File: src/rtl/niossys_nios2_qsys_0_dct_capture_ctrl.sv
// Nios II OCI debug capture trace controller: packs trace symbols into words,
// double-buffers them for drain and sequences end-of-test. Option: DCT_DROP_ON_FULL_EN.
module niossys_nios2_qsys_0_dct_capture_ctrl #(
    parameter int unsigned SYM_W = 2,
    parameter int unsigned SLOTS = 15,
    parameter int unsigned CNT_W = 4,
    parameter int unsigned OVF_W = 8
) (
    input  logic                     clk,
    input  logic                     reset,
    input  logic                     trc_enable,
    input  logic                     sym_valid,
    input  logic [SYM_W-1:0]         sym_data,
    output logic                     sym_ready,
    input  logic                     flush,
    input  logic                     end_req,
    output logic [SYM_W*SLOTS-1:0]   dct_buffer,
    output logic [CNT_W-1:0]         dct_count,
    output logic                     out_valid,
    input  logic                     out_ready,
    output logic                     test_ending,
    output logic                     test_has_ended,
    output logic [OVF_W-1:0]         drop_cnt
);

    localparam int unsigned WORD_W = SYM_W * SLOTS;

    typedef enum logic [1:0] {
        ST_IDLE    = 2'd0,
        ST_CAPTURE = 2'd1,
        ST_ENDING  = 2'd2,
        ST_ENDED   = 2'd3
    } state_t;

    state_t              state_q, state_d;
    logic [WORD_W-1:0]   acc_q, acc_d;
    logic [CNT_W-1:0]    acc_cnt_q, acc_cnt_d;
    logic [WORD_W-1:0]   out_word_q, out_word_d;
    logic [CNT_W-1:0]    out_cnt_q, out_cnt_d;
    logic                out_valid_q, out_valid_d;
    logic                flush_pend_q, flush_pend_d;

    logic                out_free;
    logic                acc_full;
    logic                capturing;
    logic                store;
    logic                pend_eff;
    logic                xfer;

    // State register
    always_ff @(posedge clk) begin
        if (reset) begin
            state_q <= ST_IDLE;
        end else begin
            state_q <= state_d;
        end
    end

    // Next-state logic; end_req outranks a trc_enable drop
    always_comb begin
        state_d = state_q;
        case (state_q)
            ST_IDLE: begin
                if (end_req)         state_d = ST_ENDING;
                else if (trc_enable) state_d = ST_CAPTURE;
            end
            ST_CAPTURE: begin
                if (end_req)          state_d = ST_ENDING;
                else if (!trc_enable) state_d = ST_IDLE;
            end
            ST_ENDING: begin
                if (acc_cnt_q == '0 && !out_valid_q) state_d = ST_ENDED;
            end
            default: state_d = ST_ENDED;
        endcase
    end

    // Output decode
    always_comb begin
        sym_ready      = 1'b0;
        test_ending    = (state_q == ST_ENDING);
        test_has_ended = (state_q == ST_ENDED);
`ifdef DCT_DROP_ON_FULL_EN
        sym_ready      = capturing;
`else
        sym_ready      = capturing && (!acc_full || out_free);
`endif
    end

    // Accumulator, transfer and output-register datapath
    always_comb begin
        out_free  = !out_valid_q || out_ready;
        acc_full  = (acc_cnt_q == CNT_W'(SLOTS));
        capturing = (state_q == ST_CAPTURE);
        store     = capturing && sym_valid && (!acc_full || out_free);
        pend_eff  = flush_pend_q || (state_q == ST_ENDING);
        xfer      = (acc_full || (pend_eff && acc_cnt_q != '0)) && out_free;

        acc_d       = acc_q;
        acc_cnt_d   = acc_cnt_q;
        out_word_d  = out_word_q;
        out_cnt_d   = out_cnt_q;
        out_valid_d = out_valid_q;

        if (xfer) begin
            acc_d     = '0;
            acc_cnt_d = '0;
        end
        // A symbol accepted during a transfer starts the fresh word at slot 0
        if (store) begin
            if (xfer) begin
                acc_d[SYM_W-1:0] = sym_data;
                acc_cnt_d        = CNT_W'(1);
            end else begin
                for (int unsigned k = 0; k < SLOTS; k++) begin
                    if (acc_cnt_q == CNT_W'(k)) acc_d[k*SYM_W +: SYM_W] = sym_data;
                end
                acc_cnt_d = acc_cnt_q + CNT_W'(1);
            end
        end

        if (xfer) begin
            flush_pend_d = flush && store;
        end else begin
            flush_pend_d = flush_pend_q || (flush && (acc_cnt_q != '0 || store));
        end

        if (xfer) begin
            out_word_d  = acc_q;
            out_cnt_d   = acc_cnt_q;
            out_valid_d = 1'b1;
        end else if (out_valid_q && out_ready) begin
            out_word_d  = '0;
            out_cnt_d   = '0;
            out_valid_d = 1'b0;
        end
    end

    always_ff @(posedge clk) begin
        if (reset) begin
            acc_q        <= '0;
            acc_cnt_q    <= '0;
            out_word_q   <= '0;
            out_cnt_q    <= '0;
            out_valid_q  <= 1'b0;
            flush_pend_q <= 1'b0;
        end else begin
            acc_q        <= acc_d;
            acc_cnt_q    <= acc_cnt_d;
            out_word_q   <= out_word_d;
            out_cnt_q    <= out_cnt_d;
            out_valid_q  <= out_valid_d;
            flush_pend_q <= flush_pend_d;
        end
    end

    assign dct_buffer = out_word_q;
    assign dct_count  = out_cnt_q;
    assign out_valid  = out_valid_q;

`ifdef DCT_DROP_ON_FULL_EN
    logic [OVF_W-1:0] drop_cnt_q, drop_cnt_d;
    logic             drop;

    // Saturating count of symbols lost while both buffers are full
    always_comb begin
        drop       = capturing && sym_valid && acc_full && !out_free;
        drop_cnt_d = drop_cnt_q;
        if (drop && drop_cnt_q != '1) drop_cnt_d = drop_cnt_q + OVF_W'(1);
    end

    always_ff @(posedge clk) begin
        if (reset) begin
            drop_cnt_q <= '0;
        end else begin
            drop_cnt_q <= drop_cnt_d;
        end
    end

    assign drop_cnt = drop_cnt_q;
`else
    assign drop_cnt = '0;
`endif

endmodule

File: config.mk
export PLATFORM = sky130hd
export DESIGN_NAME = niossys_nios2_qsys_0_dct_capture_ctrl
export DESIGN_NICKNAME = d
export VERILOG_FILES = /design/src/rtl/niossys_nios2_qsys_0_dct_capture_ctrl.sv
export SDC_FILE = /design/constraint.sdc
export NUM_CORES = 1
export LEC_CHECK = 0
export CAP_MARGIN = 30
export CORE_MARGIN = 5
export CORE_UTILIZATION = 50
export CTS_BUF_LIST = sky130_fd_sc_hd__clkbuf_2 sky130_fd_sc_hd__clkbuf_4 sky130_fd_sc_hd__clkbuf_8
export CTS_CLUSTER_DIAMETER = 80
export CTS_CLUSTER_SIZE = 40
export DETAILED_ROUTE_END_ITERATION = 10
export GPL_TIMING_DRIVEN = 0
export PLACE_DENSITY = 0.77
export SYNTH_ARGS = -nofsm -noshare
export SYNTH_HDL_FRONTEND = slang
export SYNTH_SLANG_ARGS = --single-unit
export TNS_END_PERCENT = 5
File: constraint.sdc
create_clock -name clk -period 4.2 [get_ports clk]
set_input_delay 0.42 -clock clk [delete_from_list [all_inputs] [get_ports clk]]
set_output_delay 0.42 -clock clk [all_outputs]
set_load 0.005 [all_outputs]
==> results.md, run 1 <==
- Synth unique cells: 41
- Final cell count without fillers: 438
- Cells along the critical path: ha_1 -> nand3_1 -> nor2_1 -> nor3b_1 -> clkdlybuf4s50_1
- Minimum clock period after layout: 2.70 ns
- Unrepaired setup endpoints after global routing: no
- Startpoint types: flip-flop
- Initial DRT Pass Iterations: 4
- Worst path top cell family by delay: simple AND/OR/NAND/NOR gates
- Share of Yosys cell area claimed by the top area cell type: 49.7%
- Number of synthesized flops with an enable pin: 0
- Met2 wire length: 2880 µm
- Final wirelength: 6360 µm
- Asr flop ratio synth: 0%
- R2R Setup Slk: 2.01 ns
- Syn Area/Cell: 9.70 µm²
- Die width: 86.2 µm
- Post-CTS resize count: 0
- Largest net degree at the start of global routing: 13
- DP Worst Slack: 1.59 ns
- Placed inst area: 0.00347 mm²
- Hold Startpoint: acc_q[15]
- Initial Util: 52.0%
- Wl on met1: 3010 µm
- Final worst slack: 1.50 ns
- Total placed cells including tap cells: 423
- Max-cap violations: 0
- Sink Count: 72
- FMAX: 371 MHz
- Slew Limit Fails: 0
- Post-Syn Area: 0.00290 mm²
- Fin nets: 375
- Max clock buf depth: 2
- RePlAce Congestion: 0.868
- Post-CTS Hold Buffers: 0
- Worst R2R End: dct_buffer[7]
- Die area: 0.00742 mm²
- Critical path's slowest cell: dfxtp_1
- CTS tree: yes
- Worst Path Required: 3.78 ns
- Post-DP HPWL: 4530 µm
- Ys flop type: dfxtp_1
- Core ar.: 0.00557 mm²
- Vias/cell: 5.47
- Fin crit share: 64.3%
- Top sig layer: met4
- PwrDens: 370 mW/mm²
- CP max stage delay: 0.46 ns
- Mapped Cells: 299
- Final setup vio count: 0
- Diode count: 0
- Status: finished clean
- Critical path capture point type: output pin
- Setup tns final: 0 ns
- H-tree depth: 3
- Worst skew pair latency: 0.35 ns
- WL met3: 356 µm
- IO buf count: 45
- Worst path bufs/invs: 1
- Hold EP: dct_buffer[15]
- Top-count cell post-synth: dfxtp_1
- Arrival @ worst endpoint: 2.28 ns
- Clock Tree Root: clkbuf_8
- GRT Resource Usage Total: 17.6%
- Max-slew headroom: 65.6%
- Number of CTS-inserted buffers: 9
- Critical path class: reg -> out
- Clk_skew: 0.00966 ns
- VDD IR-drop max: 200 µV
- Proportion of layout cells with a drive suffix above 1: 11.2%
- Hold Crit Class: reg -> reg
- Hold Vio Cnt, Final: 0
- Initial antenna violation count: 0
- Post-CTS setup repair buffer count: 0
- Sequential element share of the synthesized area: 49.7%
- Area growth, synth to finish: 27.1%
- Post-synth top cells: 72 x dfxtp_1, 32 x a22o_1, 29 x nor2_1
- Yosys top cell by area: dfxtp_1
- Residual DRC: 0
- First-pass GRT wire length: 10400 µm
- Top post-synthesis cells by area: dfxtp_1 50%, a22o_1 9.7%, mux2i_1 4.1%, a21oi_1 3.8%, nor2_1 3.8%
- Via count of the first global-routing pass: 2240
- Syn. warnings: 0
- Tightest Pin Transition: 0.515 ns
- Post-route cell area: 0.00369 mm²
- Leakage power: 1.38 nW
- DRT iter0 DRCs: 119
- Die Ht: 86.2 µm
- Via count: 2398
- Routed WL per cell: 14.5 µm
- FP Rows: 27
- Clk pin slew, worst setup/hold paths: 0.08 ns
- Critical path peak fanout: 7
- Synth Register Bits: 72
- Top Ports: 55
- Worst r2r src: acc_cnt_q[0]
- GRT Residual Overflow: 0
- Filler instances: 444
- Reg2reg path depth: 7
- Remaining antenna violation count: 0
- Worst hold path cell count: 1
[worst register-to-register path, stage by stage, from the launching register on]
cell	delay, ns
dfxtp_1	0.46
inv_1	0.12
ha_1	0.24
or3b_1	0.23
o21ai_2	0.13
a211oi_2	0.48
buf_2	0.32
a22o_1	0.17
[registers in the layout, summed over array words and instances (netlist names)]
name,count
acc_cnt_q,4
acc_q,30
dct_buffer,30
dct_count,4
flush_pend_q,1
out_valid,1
state_q,2
[layer usage]
| layer | up-vias | track usage [%] |
|---|---|---|
| met5 | - | 0 |
| met4 | 0 | 6.19 |
| met3 | 14 | 5.67 |
| met2 | 64 | 27.4 |
| met1 | 1131 | 22.7 |
| li1 | 1189 | - |
[power by group]
part	total, mW	switching, mW	leakage [nW]	internal, mW
sequential	0.689	0.00337	0.580	0.686
combinational	0.0772	0.0446	0.688	0.0326
clock	0.598	0.251	0.108	0.347
total	1.36	0.298	1.38	1.07
[cell usage in the layout, fill, tap and decap left out, drive strengths merged, types with 2 or more instances in the layout]
cell type and n:
nor2 29, o21ai 19, clkinv 2, bufinv 2, clkbuf 19, nand3 2
a21oi 22, o32ai 2, nor2b 3, a211oi 5, nor4 2, conb 8
nor3b 6, mux2i 12, a221o 2, and2 2, dfxtp 72, buf 21
inv 5, a22o 32, nand4b 5, or3 4, ha 4, nand2 22
clkdlybuf4s50 45, nand2b 3, a32o 2
[cells by family (layout without fill, tap and decap cells)]
family	after synthesis	after routing	synth area share (%)
AOI/OAI and AO/OA	91	91	22.9
xor gates and xnor gates	1	1	0.302
adders and majority gates	4	4	1.73
buffers and inverters	35	95	6.77
DFF	72	72	49.7
muxes	12	12	4.14
other	1	8	0.129
and+or+nand+nor	83	83	14.4
[metrics by stage]
stage | util, % | hold WS, ns | total power, mW
after floorplan | - | 0.436 | 0.754
after global placement | 62.2 | 0.446 | 0.780
after detailed placement | 62.2 | 0.447 | 0.781
after CTS | 66.1 | 0.465 | 1.37
after global routing | 66.1 | 0.485 | 1.41
final | 66.1 | 0.461 | 1.36
[layout make-up]
class                      instances  area [µm²]  share of cell area [%]
multi-input combinational        199        1290                    35.0
sequential                        72        1440                    39.1
tap                               72        90.1                    2.44
inverter                           5        18.8                   0.509
clock inverter                     5        81.3                    2.21
buffer                            30         178                    4.82
timing repair buffer              45         450                    12.2
clock buffer                      10         138                    3.73
[worst max path at each step]
| stage | start | endpoint | slack, ns | cells past startpoint |
|---|---|---|---|---|
| 3_5_place_dp | out_ready | sym_ready | 1.59 | 6 |
| 5_1_grt | acc_cnt_q[0] | sym_ready | 1.38 | 5 |
| 6_report | acc_cnt_q[0] | sym_ready | 1.50 | 5 |
| 3_3_place_gp | out_ready | sym_ready | 1.59 | 6 |
| 2_1_floorplan | acc_cnt_q[0] | dct_buffer[10] | 2.47 | 7 |
| 4_1_cts | acc_cnt_q[0] | sym_ready | 1.52 | 5 |
No activity file was read; power rests on OpenSTA's default activity.
==> inputs of run 2 (changes only) <==
- clock period: 4.2 -> 2.7 ns (I/O delays scaled with it)
==> results of run 2 <==
The final DEF is identical to that of run 1. Status: finished clean.
Main changes from that run: setup slack after placement 1.59 ns -> 0.387 ns; setup slack after layout 1.50 ns -> 0.151 ns; register-to-register setup slack 2.01 ns -> 0.51 ns; total power 1.36 mW -> 2.12 mW; worst IR drop on VDD 200 µV -> 311 µV
==> inputs of run 3 (changes only) <==
- CTS_BUF_LIST: sky130_fd_sc_hd__clkbuf_2 sky130_fd_sc_hd__clkbuf_4 sky130_fd_sc_hd__clkbuf_8 -> not set
==> results of run 3 <==
The final DEF is identical to that of run 1. Status: finished clean.
Main changes from that run: setup slack after placement 1.59 ns -> 0.387 ns; setup slack after layout 1.50 ns -> 0.151 ns; register-to-register setup slack 2.01 ns -> 0.51 ns; total power 1.36 mW -> 2.12 mW; worst IR drop on VDD 200 µV -> 311 µV
